`src/rtl/i2s_rx.sv`:
```
// i2s_rx: I2S master receiver for the ICS-43432 MEMS microphone.
// Generates bclk/lr_clk (64 bclk per frame), deserializes the 24-bit
// MSB-first mic word and keeps bits [23:8]. Each word is delivered on a
// valid/ready interface, and a sticky overflow flag records dropped words.
// Build option: define I2S_RX_STEREO_EN to deliver both channels. Without
// it only right-channel words are delivered, so every word presented on
// sample carries sample_ch = 1.
module i2s_rx (
   input  logic        clk,
   input  logic        rst_n,
   input  logic [7:0]  bclk_period,
   input  logic        en,
   input  logic        sd,
   output logic        lr_clk,
   output logic        bclk,
   output logic        sample_vld,
   input  logic        sample_rdy,
   output logic [15:0] sample,
   output logic        sample_ch,
   output logic        overflow,
   input  logic        ovf_clr,
   output logic        busy
);

   localparam logic [1:0] ST_IDLE      = 2'd0;
   localparam logic [1:0] ST_RUN       = 2'd1;
   localparam logic [1:0] ST_STOP_PEND = 2'd2;

   logic [1:0]  state;
   logic [7:0]  latched_period;
   logic [7:0]  ccnt;
   logic [6:0]  bcnt;
   logic        sd_meta;
   logic        sd_sync;
   logic [15:0] shreg;
   logic        running;
   logic        tick;
   logic        cap;
   logic [4:0]  slot;
   logic [15:0] word;
   logic        word_done;
   logic        deliver;

   assign running   = (state != ST_IDLE);
   assign tick      = running && (8'(ccnt + 8'd1) == latched_period);
   assign cap       = tick & bcnt[0];
   assign slot      = bcnt[5:1];
   assign word      = {shreg[14:0], sd_sync};
   assign word_done = cap && (slot == 5'd16);

`ifdef I2S_RX_STEREO_EN
   assign deliver = word_done;
`else
   // Left-channel completions are ignored entirely, so they never overflow.
   assign deliver = word_done && bcnt[6];
`endif

   assign bclk   = bcnt[0];
   assign lr_clk = bcnt[6];
   assign busy   = running;

   // Two-flop synchronizer for the asynchronous mic data line.
   always_ff @(posedge clk or negedge rst_n) begin
      // NOTE: sequential state uses non-blocking assignments so every flop
      // samples pre-edge values regardless of block evaluation order.
      if (!rst_n) begin
         sd_meta <= 1'b0;
         sd_sync <= 1'b0;
      end else begin
         sd_meta <= sd;
         sd_sync <= sd_meta;
      end
   end

   // Run/stop control; a stop request waits for the end of the frame.
   always_ff @(posedge clk or negedge rst_n) begin
      if (!rst_n) begin
         state          <= ST_IDLE;
         latched_period <= 8'd0;
      end else begin
         case (state)
            ST_IDLE: begin
               if (en) begin
                  state          <= ST_RUN;
                  latched_period <= bclk_period;
               end
            end
            ST_RUN: begin
               if (!en) state <= ST_STOP_PEND;
            end
            ST_STOP_PEND: begin
               if (en)
                  state <= ST_RUN;
               else if (tick && (bcnt == 7'd127))
                  state <= ST_IDLE;
            end
            default: state <= ST_IDLE;
         endcase
      end
   end

   // Clock-divider and bit counters; the last tick of a frame wraps both to 0.
   always_ff @(posedge clk or negedge rst_n) begin
      if (!rst_n) begin
         ccnt <= 8'd0;
         bcnt <= 7'd0;
      end else if (!running) begin
         ccnt <= 8'd0;
         bcnt <= 7'd0;
      end else if (tick) begin
         ccnt <= 8'd0;
         bcnt <= bcnt + 7'd1;
      end else begin
         ccnt <= ccnt + 8'd1;
      end
   end

   // Shift slots 1..16 in MSB first; slot 0 is the I2S delay bit.
   always_ff @(posedge clk or negedge rst_n) begin
      if (!rst_n) begin
         shreg <= 16'd0;
      end else if ((state == ST_IDLE) && en) begin
         shreg <= 16'd0;
      end else if (cap && (slot >= 5'd1) && (slot <= 5'd16)) begin
         shreg <= word;
      end
   end

   // Output word register with valid/ready handshake; a full register drops new words.
   always_ff @(posedge clk or negedge rst_n) begin
      if (!rst_n) begin
         sample_vld <= 1'b0;
         sample     <= 16'd0;
         sample_ch  <= 1'b0;
      end else if (deliver && (!sample_vld || sample_rdy)) begin
         sample_vld <= 1'b1;
         sample     <= word;
         sample_ch  <= bcnt[6];
      end else if (sample_rdy) begin
         sample_vld <= 1'b0;
      end
   end

   // Sticky overflow; setting wins over a simultaneous clear.
   always_ff @(posedge clk or negedge rst_n) begin
      if (!rst_n)
         overflow <= 1'b0;
      else if (deliver && sample_vld && !sample_rdy)
         overflow <= 1'b1;
      else if (ovf_clr)
         overflow <= 1'b0;
   end

endmodule

```
`config.mk`:
```
export PLATFORM = sky130hd
export DESIGN_NAME = i2s_rx
export DESIGN_NICKNAME = d
export VERILOG_FILES = /design/src/rtl/i2s_rx.sv
export SDC_FILE = /design/constraint.sdc
export NUM_CORES = 1
export LEC_CHECK = 0
export CORE_AREA = 2 2 53 105
export CTS_CLUSTER_DIAMETER = 80
export DETAILED_ROUTE_END_ITERATION = 8
export DIE_AREA = 0 0 55 107
export PLACE_DENSITY = 0.81
export SLEW_MARGIN = 20
export SYNTH_ARGS = -nofsm -noshare
export SYNTH_HDL_FRONTEND = slang
export SYNTH_SLANG_ARGS = --single-unit
```
`constraint.sdc`:
```
create_clock -name clk -period 6.87 [get_ports clk]
set_input_delay 1.374 -clock clk [delete_from_list [all_inputs] [get_ports clk]]
set_output_delay 1.374 -clock clk [all_outputs]
set_load 0.02 [all_outputs]
```
==> results of run 1 <==
## metrics by stage
step / cells / setup slack, ns / hold slack, ns / total power (µW) / util
final: 338 / 3.15 / 0.341 / 869 / 0.682
after global routing: 338 / 2.98 / 0.348 / 913 / 0.682
after CTS: 338 / 3.15 / 0.352 / 875 / 0.682
after detailed placement: 322 / 3.39 / 0.340 / 547 / 0.641
after global placement: 322 / 3.47 / 0.336 / 543 / 0.641
after floorplan: 237 / 4.20 / 0.331 / 507 / -
## flip-flops by register name (all words and copies together), names as in the netlist
register,count
sample_vld,1
sample,16
latched_period,8
shreg,15
ccnt,8
sd_meta,1
sample_ch,1
state,2
bcnt,7
overflow,1
sd_sync,1
## cells by family after synthesis
family | count (synthesis) | share of synthesized area
xor gates and xnor gates | 19 | 0.0700
AOI/OAI and AO/OA | 8 | 0.0194
adders and majority gates | 2 | 0.00864
DFF | 61 | 0.527
muxes | 46 | 0.181
buffers and inverters | 22 | 0.0376
and+or+nand+nor | 79 | 0.156
## per-layer routing
metal / wire [µm] / part of all wire / up-vias
li1: - / - / 899
met1: 1990 / 0.40 / 905
met2: 2640 / 0.53 / 50
met3: 167 / 0.034 / 14
met4: 170 / 0.034 / 0
met5: 0 / 0 / -
## report_power, final
part | switching, µW | internal, µW | total (µW)
Clock | 135 | 195 | 331
Combinational | 67.1 | 65.6 | 133
Sequential | 25.5 | 380 | 405
Total | 228 | 641 | 869
## cell usage in the layout, fill, tap and decap left out, types with 2 or more instances in the layout
master / count
xor2_1: 7
clkbuf_8: 12
mux2_4: 9
dfrtp_1: 61
or4_1: 2
nand4_1: 6
clkinv_2: 3
clkdlybuf4s50_1: 34
ha_1: 2
nor2_1: 4
mux2_2: 15
nand3_1: 7
nor3_1: 6
xnor2_1: 8
xnor2_2: 3
nor4_1: 6
inv_1: 13
and3_1: 3
nand2b_1: 9
mux2i_1: 22
a311oi_1: 2
nand2_1: 29
## critical path: cells and delay by family, from the launching register on
kind	cells	cell delay [ns]
buffers and inverters	2	1.08
AND/OR/NAND/NOR	1	0.53
flip-flops	1	0.41
## final cells by class
cell class | instances | area [µm²] | share of cell area
tap | 58 | 72.6 | 0.0209
timing repair buffer | 36 | 353 | 0.102
clock inverter | 4 | 45.0 | 0.0130
clock buffer | 12 | 165 | 0.0476
sequential | 61 | 1530 | 0.440
inverter | 13 | 48.8 | 0.0141
multi-input combinational | 154 | 1260 | 0.363
## final timing paths
| check | start | to | slack, ns | depth (start not counted) |
|---|---|---|---|---|
| min in group asynchronous | rst_n | sample[7] | 1.19 | 2 |
| min reg2reg | sd_meta | sd_sync | 0.34 | 0 |
| max in group asynchronous | rst_n | bcnt[6] | 5.19 | 2 |
| max | state[0] | busy | 3.15 | 3 |
| min | sd_meta | sd_sync | 0.34 | 0 |
| max reg2reg | ccnt[0] | sample[6] | 3.74 | 6 |
## synthesized netlist by cell type, types with 2 or more instances
cell      count
mux2i_1      22
buf_2         2
inv_1        13
or4_1         2
nand3_1       7
xor2_1        7
clkbuf_1      3
nor4_1        6
xnor2_2       3
nand2b_1      9
mux2_4        9
nor3_1        6
and3_1        3
nand4_1       6
mux2_2       15
ha_1          2
nand2_1      29
a311oi_1      2
nor2_1        4
xnor2_1       8
dfrtp_1      61
==> results.json, run 1 <==
{
  "status": "finished, final reports clean",
  "core_area_um2": 5090,
  "globalRouteMet2Util": 0.324,
  "htreeDepth": 3,
  "clockBufferDepth": 2,
  "required_ns": 5.50,
  "yosysTopAreaCell": "dfrtp_1",
  "setup_tns_ns": 0,
  "placed_area_um2": 3260,
  "num_io_pins": 36,
  "io_buffer_count": 35,
  "worst_pin_slew_ns": 0.881,
  "overflow": 0,
  "power_leakage_uw": 0.00163,
  "wirelength_um": 4980,
  "yosys_warnings": 0,
  "syn-cell-area_um2": 2900,
  "synth.avg_cell_area_um2": 12.2,
  "nets": 291,
  "finalSetupViolCount": 0,
  "drcViolationCount": 0,
  "hold_buffers": 0,
  "maxSlewViolCount": 0,
  "cpPeakStageDelay_ns": 0.65,
  "root_buffer": "clkbuf_8",
  "cp_slowest_cell": "clkdlybuf4s50_1",
  "clock-sinks": 61,
  "synth_flop_cell": "dfrtp_1",
  "maxCapViolations": 0,
  "rows": 37,
  "grt_pass1_wl_um": 8590,
  "path_clk_slew_ns": 0.07,
  "fin_skew_ns": 0.00930,
  "grt_pass1_vias": 1890,
  "endpoint_kind": "primary output",
  "drt-initial-drc-count": 48,
  "antenna_found_initial": 0,
  "fmax_mhz": 269,
  "grt_setup_unrepaired": "false",
  "worstHoldPathType": "register to register",
  "wl_per_cell_um": 14.7,
  "cts_buffers": 9,
  "fin_crit_sh": 0.542,
  "synth-edff-count": 0,
  "use_met1": 0.242,
  "cp-start-kind": "register",
  "dr.pass1.iters": 4,
  "drive_gt1_frac": 0.179,
  "grt_use_total": 0.203,
  "synth.area.top_cells": "dfrtp_1 53%, mux2i_1 7.6%, mux2_2 5.8%, mux2_4 4.7%, nand2_1 3.8%",
  "synth_cell_types": 39,
  "area_growth_pct": 19.9,
  "p_per_area_nw_per_um2": 250,
  "hold_viol_final": 0,
  "worstSetupPathType": "register to primary output",
  "design_area_um2": 3470,
  "dp_hpwl_um": 3520,
  "n_antenna_cell": 0,
  "gp_congestion": 0.796,
  "cp_max_fo": 17,
  "initial_core_util": 0.569,
  "cts-resized-gates": 0,
  "globalRouteMet3Util": 0.0474,
  "ys_ff_latch": 61,
  "fillCellCount": 396,
  "synth_nets": 253,
  "clock_latency_ns": 0.33,
  "fin_crit_ns": 3.72,
  "grt_start_max_net_pins": 62,
  "ant_nets": 0,
  "cts_setup_buffers": 0,
  "vias_per_cell": 5.53,
  "fp.dieW_um": 55,
  "crit_chain": "nor2_1, inv_1, clkdlybuf4s50_1",
  "cts_tree": "built",
  "peakVddDrop_mv": 0.193,
  "seq_area_frac_synth": 0.527,
  "via_count": 1868,
  "die_area_um2": 5890,
  "worst_ep_arrival_time_ns": 2.35,
  "synthCells": 237,
  "busiest_layer": "met2",
  "synth_top_area_share": 0.527,
  "ys_async_sr_fraction": 1.00,
  "maxSlewHeadroom": 0.412,
  "die_h_um": 107
}
No activity file was read; power rests on OpenSTA's default activity.
==> run 2: changes to the inputs <==
CORE_AREA = 2 2 57 113   (was 2 2 53 105)
DIE_AREA = 0 0 59 115   (was 0 0 55 107)
PLACE_DENSITY = 0.74   (was 0.81)
clock period = 3.1 ns   (was 6.87 ns; I/O delays follow)
==> run 2 against run 1 <==
Compared with the run above:
- register-to-register slack lost 3.4 ns
- clock skew shrank 0.0049 ns
- hold slack lost 0.031 ns
- setup slack lost 2.8 ns
- utilization shrank 6.3 points
- first-iteration DRC count grew 60%
- clock-buffer cell count shrank 2
- cell count grew 3.3%
- die area grew 15%
==> results.json, run 2 (synthesis gave the netlist of run 1 again) <==
{
  "p_switching_uw": 549,
  "dp_hpwl_um": 3790,
  "comb_power_share": 0.129,
  "wirelength_um": 5590,
  "dr.pass1.iters": 4,
  "cts_tree": "built",
  "die_area_um2": 6790,
  "overflow": 0,
  "largest_reg_flops": 16,
  "n_antenna_cell": 0,
  "grt_pass1_vias": 1981,
  "peakVddDrop_mv": 0.639,
  "p_per_area_nw_per_um2": 637,
  "cts_buffers": 9,
  "die_h_um": 115,
  "cts-resized-gates": 0,
  "path_clk_slew_ns": 0.05,
  "clkPwrFrac": 0.484,
  "p_int_uw": 1780,
  "endpoint_kind": "register",
  "hold_viol_final": 0,
  "vias_per_cell": 5.38,
  "initial_core_util": 0.490,
  "num_io_pins": 36,
  "r2r-end": "sample[7]",
  "grt_setup_unrepaired": "false",
  "power_leakage_uw": 0.00171,
  "rows": 40,
  "drive_gt1_frac": 0.192,
  "grt_use_total": 0.187,
  "clockBufferDepth": 2,
  "swShare": 0.236,
  "fin_crit_ns": 2.75,
  "setup_tns_ns": 0,
  "area_growth_pct": 26.1,
  "worst_ep_arrival_time_ns": 2.95,
  "critPathLaunch": "ccnt[0]",
  "regToRegSetupSlack_ns": 0.35,
  "final_util": 0.619,
  "rr_worst_depth": 7,
  "endpoint": "sample[7]",
  "io_buffer_count": 35,
  "final_cell_mix": "61 x dfrtp_1, 34 x clkdlybuf4s50_1, 29 x nand2_1",
  "fin_crit_sh": 0.886,
  "cts_setup_buffers": 0,
  "cp-start-kind": "register",
  "core_area_um2": 5910,
  "maxSlewHeadroom": 0.411,
  "clock-sinks": 61,
  "reg_top3": "sample x16, shreg x15",
  "gp_congestion": 0.835,
  "cp_max_fo": 17,
  "worst_pin_slew_ns": 0.881,
  "worstHoldPathType": "input pin to async pin",
  "drt-initial-drc-count": 77,
  "sequentialPowerShare": 0.387,
  "maxCapViolations": 0,
  "grt_pass1_wl_um": 9500,
  "wl_per_cell_um": 16.0,
  "nets": 297,
  "fp.dieW_um": 59,
  "fin_skew_ns": 0.00443,
  "grt_start_max_net_pins": 33,
  "via_count": 1878,
  "fmax_mhz": 364,
  "largest-register": "sample",
  "hold_buffers": 0,
  "root_buffer": "clkbuf_16",
  "maxSlewViolCount": 0,
  "antenna_found_initial": 0,
  "drcViolationCount": 0,
  "crit-reg2reg-launch": "ccnt[0]",
  "ant_nets": 0,
  "status": "finished, final reports clean",
  "worstSetupPathType": "register to register",
  "finalSetupViolCount": 0,
  "final_common_cell": "dfrtp_1",
  "required_ns": 3.31,
  "htreeDepth": 3,
  "clock_latency_ns": 0.32
}
[run 2: cell types whose count changed in the layout (fill, tap and decap cells not counted)]
cell and delta:
buf_4 +6, bufinv_16 +2, clkbuf_1 +1, clkbuf_16 +9
clkbuf_8 -12, clkinv_2 -2, clkinv_4 +1, clkinvlp_4 +1
[run 2: how the worst min path moves through the flow]
stage                     startpoint       end  slack [ns]  cells past startpoint
after floorplan                rst_n   bcnt[0]        0.32                      0
after global placement       sd_meta   sd_sync        0.34                      0
after detailed placement     sd_meta   sd_sync        0.34                      0
after CTS                      rst_n   ccnt[6]        0.32                      2
after global routing           rst_n  state[1]        0.35                      2
final                          rst_n   ccnt[6]        0.31                      2
[run 2: stage by stage]
step           std cells  total power [µW]  setup slack [ns]  hold slack, ns  cell area, µm²
2_1_floorplan        237              1120             0.607           0.324            2900
3_3_place_gp         333              1200             0.513           0.342            3310
3_5_place_dp         333              1210             0.388           0.336            3310
4_1_cts              349              2350             0.359           0.321            3650
5_1_grt              349              2410             0.184           0.350            3650
6_report             349              2330             0.355           0.311            3650
[run 2: power by group through the flow]
stage / combinational (µW) / sequential [µW] / clock (µW)
global route: 330 / 908 / 1180
finish: 300 / 900 / 1130
floorplan: 229 / 894 / 0
detailed placement: 299 / 912 / 0
global placement: 291 / 909 / 0
CTS: 302 / 900 / 1150
[run 2: routing by layer]
metal  up-vias  global-route usage  wire length, µm
li1        909                   -                -
met1       910               0.230             2320
met2        48               0.301             2910
met3        11              0.0495              228
met4         0              0.0879              132
met5         -                   0                0
[run 2: layout make-up]
type,instances,area (µm²)
fillers,475,2250
clock buffers,10,229
multi-input cells,154,1260
flip-flops and latches,61,1530
inverters,13,48.8
repair buffers,42,398
well taps,63,78.8
clock inverters,6,111
[run 2: critical path, cell delays in order (launching register included)]
cell,delay [ns]
dfrtp_1,0.48
ha_1,0.40
nand3_1,0.22
xnor2_2,0.41
nand3_1,0.11
or4_1,0.43
buf_4,0.24
mux2_4,0.32
==> RTL edit: new RTL, config.mk and constraints of run 2 <==
Reset style: synchronous (`rst_n`), changed in 6 clocked blocks. Comments in the files are not updated.
--- a/src/rtl/i2s_rx.sv
+++ b/src/rtl/i2s_rx.sv
@@ -62,3 +62,3 @@
    // Two-flop synchronizer for the asynchronous mic data line.
-   always_ff @(posedge clk or negedge rst_n) begin
+   always_ff @(posedge clk) begin
       // NOTE: sequential state uses non-blocking assignments so every flop
@@ -75,3 +75,3 @@
    // Run/stop control; a stop request waits for the end of the frame.
-   always_ff @(posedge clk or negedge rst_n) begin
+   always_ff @(posedge clk) begin
       if (!rst_n) begin
@@ -102,3 +102,3 @@
    // Clock-divider and bit counters; the last tick of a frame wraps both to 0.
-   always_ff @(posedge clk or negedge rst_n) begin
+   always_ff @(posedge clk) begin
       if (!rst_n) begin
@@ -118,3 +118,3 @@
    // Shift slots 1..16 in MSB first; slot 0 is the I2S delay bit.
-   always_ff @(posedge clk or negedge rst_n) begin
+   always_ff @(posedge clk) begin
       if (!rst_n) begin
@@ -129,3 +129,3 @@
    // Output word register with valid/ready handshake; a full register drops new words.
-   always_ff @(posedge clk or negedge rst_n) begin
+   always_ff @(posedge clk) begin
       if (!rst_n) begin
@@ -144,3 +144,3 @@
    // Sticky overflow; setting wins over a simultaneous clear.
-   always_ff @(posedge clk or negedge rst_n) begin
+   always_ff @(posedge clk) begin
       if (!rst_n)
Function: differs if rst_n is asserted again (counterexample within 4 cycles, from zero or initial values and one cycle with rst_n low); with rst_n held inactive, the same outputs for 10 cycles.
==> RTL edit against run 2 <==
  * Wire length is 8.9% lower
  * Die area stayed put
  * Worst setup slack better by 210 ps
  * Non-clock buffer count is 4 lower
  * Area after synthesis is 9.3% lower
  * Count of clock-buffer cells in the layout stayed put
  * Global-route usage is 1.9 points lower
  * Final area is 8.2% lower
  * Sequential cell count stayed put
  * Fmax is 8.3% higher
Power is not compared: it rests on default switching activity, and its combinational part moved more than twofold at a synthesized area within 25%.
==> RTL edit: results (changes against run 2) <==
stage;metric;value;unit;change
synthesis;synthesized instance count;282;;+19%
final_layout;Clock buffer cells;10;;unchanged
synthesis;Yosys cell types;46;;+18%
final_layout;layout cells sized above 1;8.723;%;-11 points
setup_path;crit path DAT;2800;ps;-150 ps
synthesis;asr flop ratio synth;0;%;-100 points
grt;largest net degree at the start of global routing;44;;+33%
outcome;status;completed;;
synthesis;Synth area leaders;dfxtp_1 46%, mux2i_1 12%, nand2_1 10%;;
final_layout;Fill cells;523;;+10%
final_layout;area taken by multi-input logic gates;1324;µm²;+5.0%
min_path;hold path depth;1;;
synthesis;post-synthesis mux area share;11.81;%;-6.3 points
clock_network;post-CTS sizing;0;;unchanged
final_layout;multi-input gates;203;;+32%
timing;Fmax achieved;0.3944;GHz;+8.3%
grt;vias in the first global route;1994;;+0.66%
route;initial drt markers;66;;-14%
final_layout;buffer share of cell area;11.11;%;+0.22 points
final_layout;count of non-CTS buffers in the layout;38;;-9.5%
setup_path;Reg2Reg Depth;7;;unchanged
synthesis;Post-Synth XOR/XNOR Area;4.667;%;-2.3 points
die;core footprint;5906;µm²;unchanged
synthesis;Synth Area in Adders;0.9524;%;+0.088 points
setup_path;r2r setup slk;560;ps;+210 ps
place;cell area after placement;3008;µm²;-9.2%
setup_path;CP max stage cell;nor2_1;;
setup_path;Critical Path End;overflow;;
timing;Final Skew;5.358;ps;+0.9283 ps
place;GPL Wtd Cong;0.8430;;+0.93%
final_layout;Register Area;1221;µm²;-20%
route;final wirelength;5094;µm;-8.9%
clock_network;clk slew on worst S/H paths;50;ps;about the same
power;Worst VDD drop;447.0;µV;
place;Place WS;618.1;ps;+230.0 ps
synthesis;top cells by count, synth;70 x nand2_1, 61 x dfxtp_1, 31 x mux2i_1, 11 x nor3_1, 10 x clkbuf_1;;
final_layout;Inverters;3;;-10
grt;initial antenna violation count;0;;unchanged
setup_path;Critical Path Start;ccnt[0];;
place;placed insts;368;;+11%
grt;GRT Total Usage;16.82;%;-1.9 points
synthesis;compound-cell area share of the yosys netlist;11.05;%;+9.1 points
synthesis;syn nets;298;;+18%
grt;first-pass GRT wire length;8776;µm;-7.6%
timing;worst rel slew slack;47.26;%;+6.1 points
clock_network;post-CTS setup buffers;0;;unchanged
min_path;min-delay worst type;flip-flop to flip-flop;;
setup_path;largest stage delay on the critical path;680;ps;+200 ps
final_layout;Clock-cell share;10.37;%;+1.1 points
final_layout;number of nets in the layout;332;;+12%
final_layout;Post-Layout Cell Count;384;;+10%
synthesis;sequential-to-total area share from yosys stat;46.48;%;-6.2 points
clock_network;clock buffer count from CTS;9;;unchanged
place;post-DP HPWL;3475;µm;-8.4%
final_layout;Area Overhead vs Synth;27.71;%;
setup_path;worst-path fanout max;13;;-4
route;vias;2023;;+7.7%
[RTL edit: cell count changes after synthesis, moves of 10 or more]
cell,run 2,this run
dfrtp_1,61,0
dfxtp_1,0,61
inv_1,13,3
mux2_2,15,0
nand2_1,29,70
[RTL edit: cells by family after synthesis]
group / Yosys count
buf+inv: 18
mux: 31
flops: 61
compound gates: 39
fa+ha+maj: 2
xor+xnor: 14
simple gates: 117
[RTL edit: how the worst min path moves through the flow]
stage | slack, ps | endpoint | from
6_report | 440 | sd_sync | sd_meta
5_1_grt | 470 | sample[15] | sample[15]
4_1_cts | 450 | sd_sync | sd_meta
3_5_place_dp | 430 | sd_sync | sd_meta
3_3_place_gp | 420 | sd_sync | sd_meta
2_1_floorplan | 410 | sd_sync | sd_meta
[RTL edit: routing by layer]
metal  track usage, %  share of wire [%]  vias up  wire (µm)
met5                0                  0        -          0
met4            7.576                1.9        0         95
met3            4.724                3.6        8        182
met2            26.37                 48       43       2421
met1            21.13                 47      924       2394
li1                 -                  -     1048          -
